File: src/rtl/rr_grant_pkg.sv
// Shared types and helpers for the round-robin grant controller.
// The optional grant watchdog is enabled with the RR_GRANT_TIMEOUT_EN macro.
package rr_grant_pkg;

  localparam int DEF_N   = 4;
  localparam int MAX_N   = 16;
  localparam int MAX_IDW = 4;

  typedef enum logic {
    IDLE,
    GRANT
  } state_t;

  // The OR accumulation is exact for one-hot or zero inputs.
  function automatic logic [MAX_IDW-1:0] onehot2idx(input logic [MAX_N-1:0] oh);
    logic [MAX_IDW-1:0] idx;
    idx = '0;
    for (int i = 0; i < MAX_N; i++) begin
      if (oh[i]) idx = idx | MAX_IDW'(i);
    end
    return idx;
  endfunction

endpackage

File: src/rtl/rr_pick.sv
// Combinational round-robin pick: rotate req by ptr, find first set, un-rotate.
// Shared by the grant controller; no state.
module rr_pick
  import rr_grant_pkg::*;
#(
  parameter int N   = DEF_N,
  parameter int IDW = $clog2(N)
) (
  input  logic [N-1:0]   req,
  input  logic [IDW-1:0] ptr,
  output logic [N-1:0]   win_oh,
  output logic [IDW-1:0] win_idx
);

  logic [2*N-1:0] req_dbl;
  logic [N-1:0]   req_rot;
  logic [IDW-1:0] ffs_idx;
  logic [IDW:0]   idx_sum;
  logic           any_req;

  // Doubling the vector makes the rotation exact for any N, not just powers of two.
  assign req_dbl = {req, req};
  assign req_rot = req_dbl[{1'b0, ptr} +: N];
  assign any_req = |req;

  always_comb begin
    ffs_idx = '0;
    for (int i = N - 1; i >= 0; i--) begin
      if (req_rot[i]) ffs_idx = IDW'(i);
    end
  end

  always_comb begin
    idx_sum = {1'b0, ffs_idx} + {1'b0, ptr};
    if (idx_sum >= (IDW+1)'(N)) idx_sum = idx_sum - (IDW+1)'(N);
    win_idx = IDW'(idx_sum);
  end

  for (genvar gi = 0; gi < N; gi++) begin : g_oh
    assign win_oh[gi] = any_req && (win_idx == IDW'(gi));
  end

endmodule

File: src/rtl/rr_grant_ctrl.sv
// Round-robin owner arbiter for one shared resource with registered one-hot grant.
// Define RR_GRANT_TIMEOUT_EN to add the MAX_HOLD watchdog that revokes long grants.
module rr_grant_ctrl
  import rr_grant_pkg::*;
#(
  parameter int N        = DEF_N,
  parameter int IDW      = $clog2(N),
  parameter int MAX_HOLD = 16
) (
  input  logic           clk,
  input  logic           rst_n,
  input  logic [N-1:0]   req,
  output logic [N-1:0]   gnt,
  output logic [IDW-1:0] gnt_id,
  output logic           busy,
  output logic           timeout
);

  state_t         state_q, state_d;
  logic [N-1:0]   gnt_q, gnt_d;
  logic [IDW-1:0] gnt_id_q, gnt_id_d;
  logic [IDW-1:0] ptr_q, ptr_d;
  logic           busy_q, busy_d;
  logic [N-1:0]   pick_oh;
  logic [IDW-1:0] pick_idx;
  logic [IDW-1:0] ptr_after;

  rr_pick #(.N(N), .IDW(IDW)) u_pick (
    .req     (req),
    .ptr     (ptr_q),
    .win_oh  (pick_oh),
    .win_idx (pick_idx)
  );

  assign ptr_after = (gnt_id_q == IDW'(N - 1)) ? '0 : gnt_id_q + 1'b1;

`ifdef RR_GRANT_TIMEOUT_EN
  localparam int HOLD_W = $clog2(MAX_HOLD + 1);
  logic [HOLD_W-1:0] hold_cnt_q, hold_cnt_d;
  logic              timeout_q, timeout_d;
`else
  // MAX_HOLD only matters when the watchdog is built in.
  localparam int UNUSED_MAX_HOLD = MAX_HOLD;
`endif

  always_comb begin
    state_d  = state_q;
    gnt_d    = gnt_q;
    gnt_id_d = gnt_id_q;
    busy_d   = busy_q;
    ptr_d    = ptr_q;
`ifdef RR_GRANT_TIMEOUT_EN
    hold_cnt_d = hold_cnt_q;
    timeout_d  = 1'b0;
`endif
    case (state_q)
      IDLE: begin
        if (|req) begin
          gnt_d    = pick_oh;
          gnt_id_d = pick_idx;
          busy_d   = 1'b1;
          state_d  = GRANT;
`ifdef RR_GRANT_TIMEOUT_EN
          hold_cnt_d = '0;
`endif
        end
      end
      GRANT: begin
        if (!req[gnt_id_q]) begin
          gnt_d   = '0;
          busy_d  = 1'b0;
          ptr_d   = ptr_after;
          state_d = IDLE;
        end
`ifdef RR_GRANT_TIMEOUT_EN
        else if (hold_cnt_q == HOLD_W'(MAX_HOLD - 1)) begin
          gnt_d     = '0;
          busy_d    = 1'b0;
          ptr_d     = ptr_after;
          timeout_d = 1'b1;
          state_d   = IDLE;
        end else begin
          hold_cnt_d = hold_cnt_q + 1'b1;
        end
`endif
      end
      default: state_d = IDLE;
    endcase
  end

  always_ff @(posedge clk or negedge rst_n) begin
    if (!rst_n) begin
      state_q  <= IDLE;
      gnt_q    <= '0;
      gnt_id_q <= '0;
      busy_q   <= 1'b0;
      ptr_q    <= '0;
`ifdef RR_GRANT_TIMEOUT_EN
      hold_cnt_q <= '0;
      timeout_q  <= 1'b0;
`endif
    end else begin
      state_q  <= state_d;
      gnt_q    <= gnt_d;
      gnt_id_q <= gnt_id_d;
      busy_q   <= busy_d;
      ptr_q    <= ptr_d;
`ifdef RR_GRANT_TIMEOUT_EN
      hold_cnt_q <= hold_cnt_d;
      timeout_q  <= timeout_d;
`endif
    end
  end

  assign gnt    = gnt_q;
  assign gnt_id = gnt_id_q;
  assign busy   = busy_q;
`ifdef RR_GRANT_TIMEOUT_EN
  assign timeout = timeout_q;
`else
  assign timeout = 1'b0;
`endif

  a_onehot : assert property (@(posedge clk) disable iff (!rst_n) $onehot0(gnt_q));
  a_busy   : assert property (@(posedge clk) disable iff (!rst_n) busy_q == (|gnt_q));
  a_id     : assert property (@(posedge clk) disable iff (!rst_n)
                              busy_q |-> (32'(gnt_id_q) == 32'(onehot2idx(MAX_N'(gnt_q)))));

endmodule

File: config.mk
export PLATFORM = sky130hd
export DESIGN_NAME = rr_grant_ctrl
export DESIGN_NICKNAME = d
export VERILOG_FILES = /design/src/rtl/rr_grant_pkg.sv /design/src/rtl/rr_pick.sv /design/src/rtl/rr_grant_ctrl.sv
export SDC_FILE = /design/constraint.sdc
export NUM_CORES = 1
export LEC_CHECK = 0
export CORE_AREA = 10 10 47 49
export CTS_BUF_LIST = sky130_fd_sc_hd__clkbuf_16
export DETAILED_ROUTE_END_ITERATION = 12
export DIE_AREA = 0 0 57 59
export GPL_ROUTABILITY_DRIVEN = 0
export PLACE_DENSITY_LB_ADDON = 0.25
export SKIP_CTS_REPAIR_TIMING = 1
export SLEW_MARGIN = 30
export SYNTH_ARGS = -nofsm -noshare
export SYNTH_HDL_FRONTEND = slang
export SYNTH_SLANG_ARGS = --single-unit
File: constraint.sdc
create_clock -name clk -period 5.5 [get_ports clk]
set_input_delay 0.55 -clock clk [delete_from_list [all_inputs] [get_ports clk]]
set_output_delay 0.55 -clock clk [all_outputs]
set_load 0.005 [all_outputs]
==> flow_metrics.py, run 1 <==
metrics = {
    "sta": {
        "finalMaxSlewViolations": 0,
        "setup_tns_ns": 0,
        "fin_skew_ns": 0.000946,
        "finalCritPeriodShare": 0.436,
        "setup_ws_ns": 3.10,
        "hold_viol": 0,
        "rsz0062_at_grt": "false",
        "setup_viol": 0,
        "period_minus_slack_ns": 2.40,
        "fmax_ghz": 0.417,
    },
    "place": {
        "dp_slack_ns": 2.85,
        "placedCellCount": 89,
        "io_buffers": 12,
        "dp_hpwl_um": 943,
        "post_dp_cell_area_um2": 749,
    },
    "synthesis": {
        "avgSynthCellArea_um2": 9.73,
        "synth_cell_types": 34,
        "synth-seq-cells": 10,
        "ys_top_cells_by_area": "dfrtp_1, nand2_1, ha_1",
        "syn-instance-count": 66,
        "yosysSeqAreaShare": 0.390,
        "syn-num-nets": 74,
        "synth_top_area_cell": "dfrtp_1",
        "synth_async_sr_flop_share": 1.00,
        "yosys-top-cells-count": "dfrtp_1, nand2_1, nor2_1, nand3_1, o21ai_0",
        "synth_ff_type": "dfrtp_1",
        "synth-edff-count": 0,
        "yosysWarningCount": 0,
        "syn_area_um2": 642,
        "yosysTopAreaCellShare": 0.390,
    },
    "global_route": {
        "grt_use_total": 0.0801,
        "antenna_found_initial": 0,
        "first_global_vias": 458,
        "grt_pass1_wl_mm": 2.13,
        "grt_max_degree": 13,
        "grt.overflow.total": 0,
    },
    "cts": {
        "cts_root_buf": "clkbuf_16",
        "path_clk_slew_ns": 0.04,
        "numCtsBuffers": 3,
        "cts_tree": "built",
        "clock_latency_ns": 0.24,
        "cts_sinks": 10,
        "clock_tree.buffer_depth": 2,
        "cts.htree.levels": 1,
    },
    "min_path": {
        "hold_depth": 1,
        "hold_path.class": "flip-flop to flip-flop",
    },
    "final_layout": {
        "finish.instance_area_um2": 825,
        "fin_nets": 86,
        "fin_cells": 92,
        "drive_gt1_frac": 0.118,
        "diodes": 0,
        "syn_to_final_growth_pct": 28.5,
    },
    "critical_path": {
        "cp.arrival_ns": 2.52,
        "path_class": "input port to flip-flop",
        "cp_slowest_cell": "clkdlybuf4s50_1",
        "critPathLaunchType": "input port",
        "cp_cell_sequence": "clkdlybuf4s50_1, inv_1, nand3_1, o311ai_0, o21ai_0, o221ai_1, ha_1, xnor2_1, xnor2_2, a31o_1",
        "cp_top_family": "buffers and inverters",
        "cp-end-kind": "flip-flop",
        "max_stage_delay_ns": 0.60,
        "r2r_cells": 9,
        "cp_num_cells": 10,
        "worstPathRequired_ns": 5.62,
        "cp_max_fo": 7,
        "critPathBufInv": 2,
    },
    "drt": {
        "drcViolationCount": 0,
        "routed_wl_mm": 1.32,
        "ant_nets": 0,
        "drt-pass1-iter-count": 4,
        "via_count": 516,
        "avgViaCountPerCell": 5.61,
        "drt_iter0_markers": 13,
        "avgRoutedWirePerCell_um": 14.3,
    },
    "floorplan": {
        "die_area_um2": 3360,
        "coreArea_um2": 1400,
        "ioPinCount": 14,
        "chipHeight_um": 59,
        "die_width_um": 57,
        "rows": 14,
        "initial_core_util": 0.458,
    },
    "run_status": {
        "status": "finished clean",
    },
    "pwr": {
        "ir_worst_vdd_v": 0.000328,
        "total_power_uw": 501,
        "power_density_nw_per_um2": 608,
        "leakagePower_nw": 0.354,
    },
    "flow_run": {
        "drv_cap": 0,
    },
}
## layout by cell type (no fill, tap or decap), types with 2 or more instances in the layout
| cell | netlist | final |
|---|---|---|
| nor2_1 | 6 | 6 |
| ha_1 | 2 | 2 |
| nand3_1 | 3 | 3 |
| nand2b_1 | 2 | 2 |
| o21ai_1 | 2 | 2 |
| clkbuf_16 | 0 | 3 |
| dfrtp_1 | 10 | 10 |
| o31ai_1 | 2 | 2 |
| nand2_1 | 10 | 10 |
| o21ai_0 | 3 | 3 |
| clkdlybuf4s50_1 | 0 | 12 |
## power by group
group	leakage, nW	internal (mW)	switching, mW
Sequential	0.125	0.107	0.0415
Clock	0.0370	0.0940	0.0315
Combinational	0.192	0.123	0.103
Total	0.354	0.324	0.177
## state kept, by name, summed over array words and instances (netlist names)
name and flops:
ptr_q 2, gnt_id 2, state_q 1, busy 1
gnt 4
## path summary, 6_finish.rpt
kind | start | end | slack [ns]
setup / recovery | req[3] | gnt[1] | 3.10
hold / removal | busy | busy | 0.49
setup reg to reg | ptr_q[0] | gnt[1] | 3.47
hold reg to reg | busy | busy | 0.49
max in group asynchronous | rst_n | ptr_q[0] | 4.56
min in group asynchronous | rst_n | state_q | 0.63
## metrics by stage
step,hold WS [ns],utilization
after floorplan,0.254,-
after global placement,0.478,0.535
after detailed placement,0.485,0.535
after CTS,0.493,0.588
after global routing,0.516,0.588
final,0.487,0.588
## cell families (layout without fill, tap and decap cells)
logic type | count (synthesis) | in the layout | share of synthesized area
compound gates | 17 | 17 | 0.199
xor+xnor | 2 | 2 | 0.0390
fa+ha+maj | 2 | 2 | 0.0390
buf+inv | 6 | 16 | 0.0565
flops | 10 | 10 | 0.390
mux | 3 | 3 | 0.0682
other cells | 1 | 1 | 0.00584
simple gates | 25 | 25 | 0.203
## worst reg2reg max path, delay by kind of cell, from the launching register on
family	cells	cell delay, ns
AOI/OAI and AO/OA	4	0.62
xor gates and xnor gates	2	0.39
DFF	1	0.53
and+or+nand+nor	2	0.16
adders and majority gates	1	0.22
## cell type report
cell class,instances,area [um^2]
well taps,16,20.0
fillers,128,577
flip-flops and latches,10,250
inverters,1,3.75
multi-input cells,50,355
repair buffers,12,120
clock buffers,3,75.1
## per-layer routing
layer | share of wire | track usage | vias to the layer above | wire length [um]
li1 | - | - | 257 | -
met1 | 0.46 | 0.0958 | 242 | 610
met2 | 0.43 | 0.109 | 13 | 561
met3 | 0.088 | 0.0429 | 4 | 116
met4 | 0.021 | 0.0503 | 0 | 27
met5 | 0 | 0 | - | 0
Note: power is estimated with default switching activity, not from simulation.
==> inputs of run 2 (changes only) <==
CORE_AREA = not set   (was 10 10 47 49)
CORE_MARGIN = 10   (was not set)
CORE_UTILIZATION = 48   (was not set)
DIE_AREA = not set   (was 0 0 57 59)
clock period = 2.3 ns   (was 5.5 ns; I/O delays follow)
==> run 2 against run 1 <==
Compared with the run above: cell count up 3.3%; clock-buffer cell count did not move; routed wire length increased by 12%; critical path type unchanged; utilization increased by 7.7 points; global-route usage up 2.2 points; sequential cell count did not move; sequential power rose by 140%; die area shrank 4.8%; worst hold slack lost 0.17 ns; power rose by 140%; first-iteration DRC count is 46% lower.
==> flow_metrics.py, run 2 (same netlist as run 1, synthesis figures left out) <==
metrics = {
    "floorplan": {
        "ioPinCount": 14,
        "chipHeight_um": 56.6,
        "rows": 13,
        "coreArea_um2": 1280,
        "initial_core_util": 0.500,
        "die_area_um2": 3200,
        "die_width_um": 56.6,
    },
    "place": {
        "io_buffers": 12,
        "post_dp_cell_area_um2": 778,
        "dp_slack_ns": -0.0297,
        "dp_hpwl_mm": 1.05,
    },
    "critical_path": {
        "timing.rr.end": "gnt[1]",
        "critPathLaunchType": "input port",
        "ff2ff_setup_slack_ns": 0.32,
        "reg2reg_from": "ptr_q[0]",
        "cp-end-kind": "flip-flop",
        "cp_max_fo": 5,
        "r2r_cells": 9,
        "path_class": "input port to flip-flop",
        "cp.arrival_ns": 2.16,
        "worstPathRequired_ns": 2.42,
    },
    "pwr": {
        "leakagePower_nw": 0.372,
        "ir_worst_vdd_v": 0.000780,
        "power_density_nw_per_um2": 1430,
    },
    "drt": {
        "ant_nets": 0,
        "avgRoutedWirePerCell_um": 15.5,
        "routed_wl_mm": 1.48,
        "drcViolationCount": 0,
        "drt-pass1-iter-count": 4,
        "drt_iter0_markers": 7,
        "via_count": 552,
        "avgViaCountPerCell": 5.81,
    },
    "cts": {
        "numCtsBuffers": 3,
        "cts_root_buf": "clkbuf_16",
        "cts_sinks": 10,
        "clock_tree.buffer_depth": 2,
        "cts_tree": "built",
        "cts.htree.levels": 1,
        "path_clk_slew_ns": 0.04,
        "clock_latency_ns": 0.23,
    },
    "sta": {
        "rsz0062_at_grt": "false",
        "hold_slack_ns": 0.316,
        "setup_tns_ns": 0,
        "hold_viol": 0,
        "finalMaxSlewViolations": 0,
        "period_minus_slack_ns": 2.04,
        "setup_viol": 0,
        "fmax_ghz": 0.489,
        "setup_ws_ns": 0.257,
        "finalCritPeriodShare": 0.888,
        "fin_skew_ns": 0.00109,
    },
    "global_route": {
        "grt_max_degree": 13,
        "antenna_found_initial": 0,
        "grt_use_total": 0.102,
        "grt.overflow.total": 0,
        "first_global_vias": 555,
        "grt_pass1_wl_mm": 2.61,
    },
    "final_layout": {
        "finish.instance_area_um2": 855,
        "syn_to_final_growth_pct": 33.1,
        "largest_reg_flops": 4,
        "drive_gt1_frac": 0.175,
        "final_common_cell": "clkdlybuf4s50_1",
        "diodes": 0,
        "fin_nets": 90,
        "mostFrequentLayoutCells": "clkdlybuf4s50_1, nand2_1, dfrtp_1, nor2_1, buf_4",
    },
    "flow_run": {
        "drv_cap": 0,
    },
    "run_status": {
        "status": "finished clean",
    },
    "min_path": {
        "hold_path.class": "input port to asynchronous set/reset pin",
    },
}
[run 2: cell count changes in the layout (fill, tap and decap cells not counted)]
cell / previous run / this run
dfrtp_2: 0 / 1
buf_4: 0 / 4
o21ai_1: 2 / 3
o21ai_0: 3 / 2
dfrtp_1: 10 / 9
[run 2: per-layer routing]
layer | part of all wire | global-route usage | up-vias
met4 | 0.016 | 0.0515 | 0
met1 | 0.45 | 0.113 | 269
li1 | - | - | 267
met2 | 0.47 | 0.157 | 13
met5 | 0 | 0 | -
met3 | 0.063 | 0.0494 | 3
[run 2: worst max-delay path, cell delays in order]
cell,delay (ns)
clkdlybuf4s50_1,0.54
nor2_1,0.06
nand2_1,0.06
o21ai_0,0.07
o21ai_1,0.17
o221ai_1,0.15
ha_1,0.21
xnor2_1,0.26
xnor2_2,0.16
a31o_1,0.24
[run 2: layout make-up]
cell class,count,area (um^2)
fillers,102,430
inverters,1,3.75
multi-input cells,50,355
repair buffers,16,150
clock buffers,3,75.1
flip-flops and latches,10,251
well taps,15,18.8
[run 2: report_power, final]
| group | internal, mW | switching [mW] | total, mW |
|---|---|---|---|
| sequential | 0.259 | 0.0979 | 0.357 |
| clock | 0.225 | 0.0750 | 0.300 |
| combinational | 0.302 | 0.266 | 0.567 |
| total | 0.785 | 0.438 | 1.22 |
[run 2: how the worst max path moves through the flow]
stage,start,end,slack [ns],cells after the start
floorplan,ptr_q[0],gnt[1],0.49,10
global placement,req[0],gnt[1],0.09,10
detailed placement,req[0],gnt[1],-0.03,10
CTS,ptr_q[0],gnt[1],0.11,9
global route,req[0],gnt[1],0.07,10
finish,req[0],gnt[1],0.26,10
[run 2: metrics by stage]
step	instances	utilization	power (mW)
floorplan	66	-	0.751
global placement	92	0.606	0.902
detailed placement	92	0.606	0.912
CTS	95	0.664	1.24
global route	95	0.665	1.33
finish	95	0.665	1.22
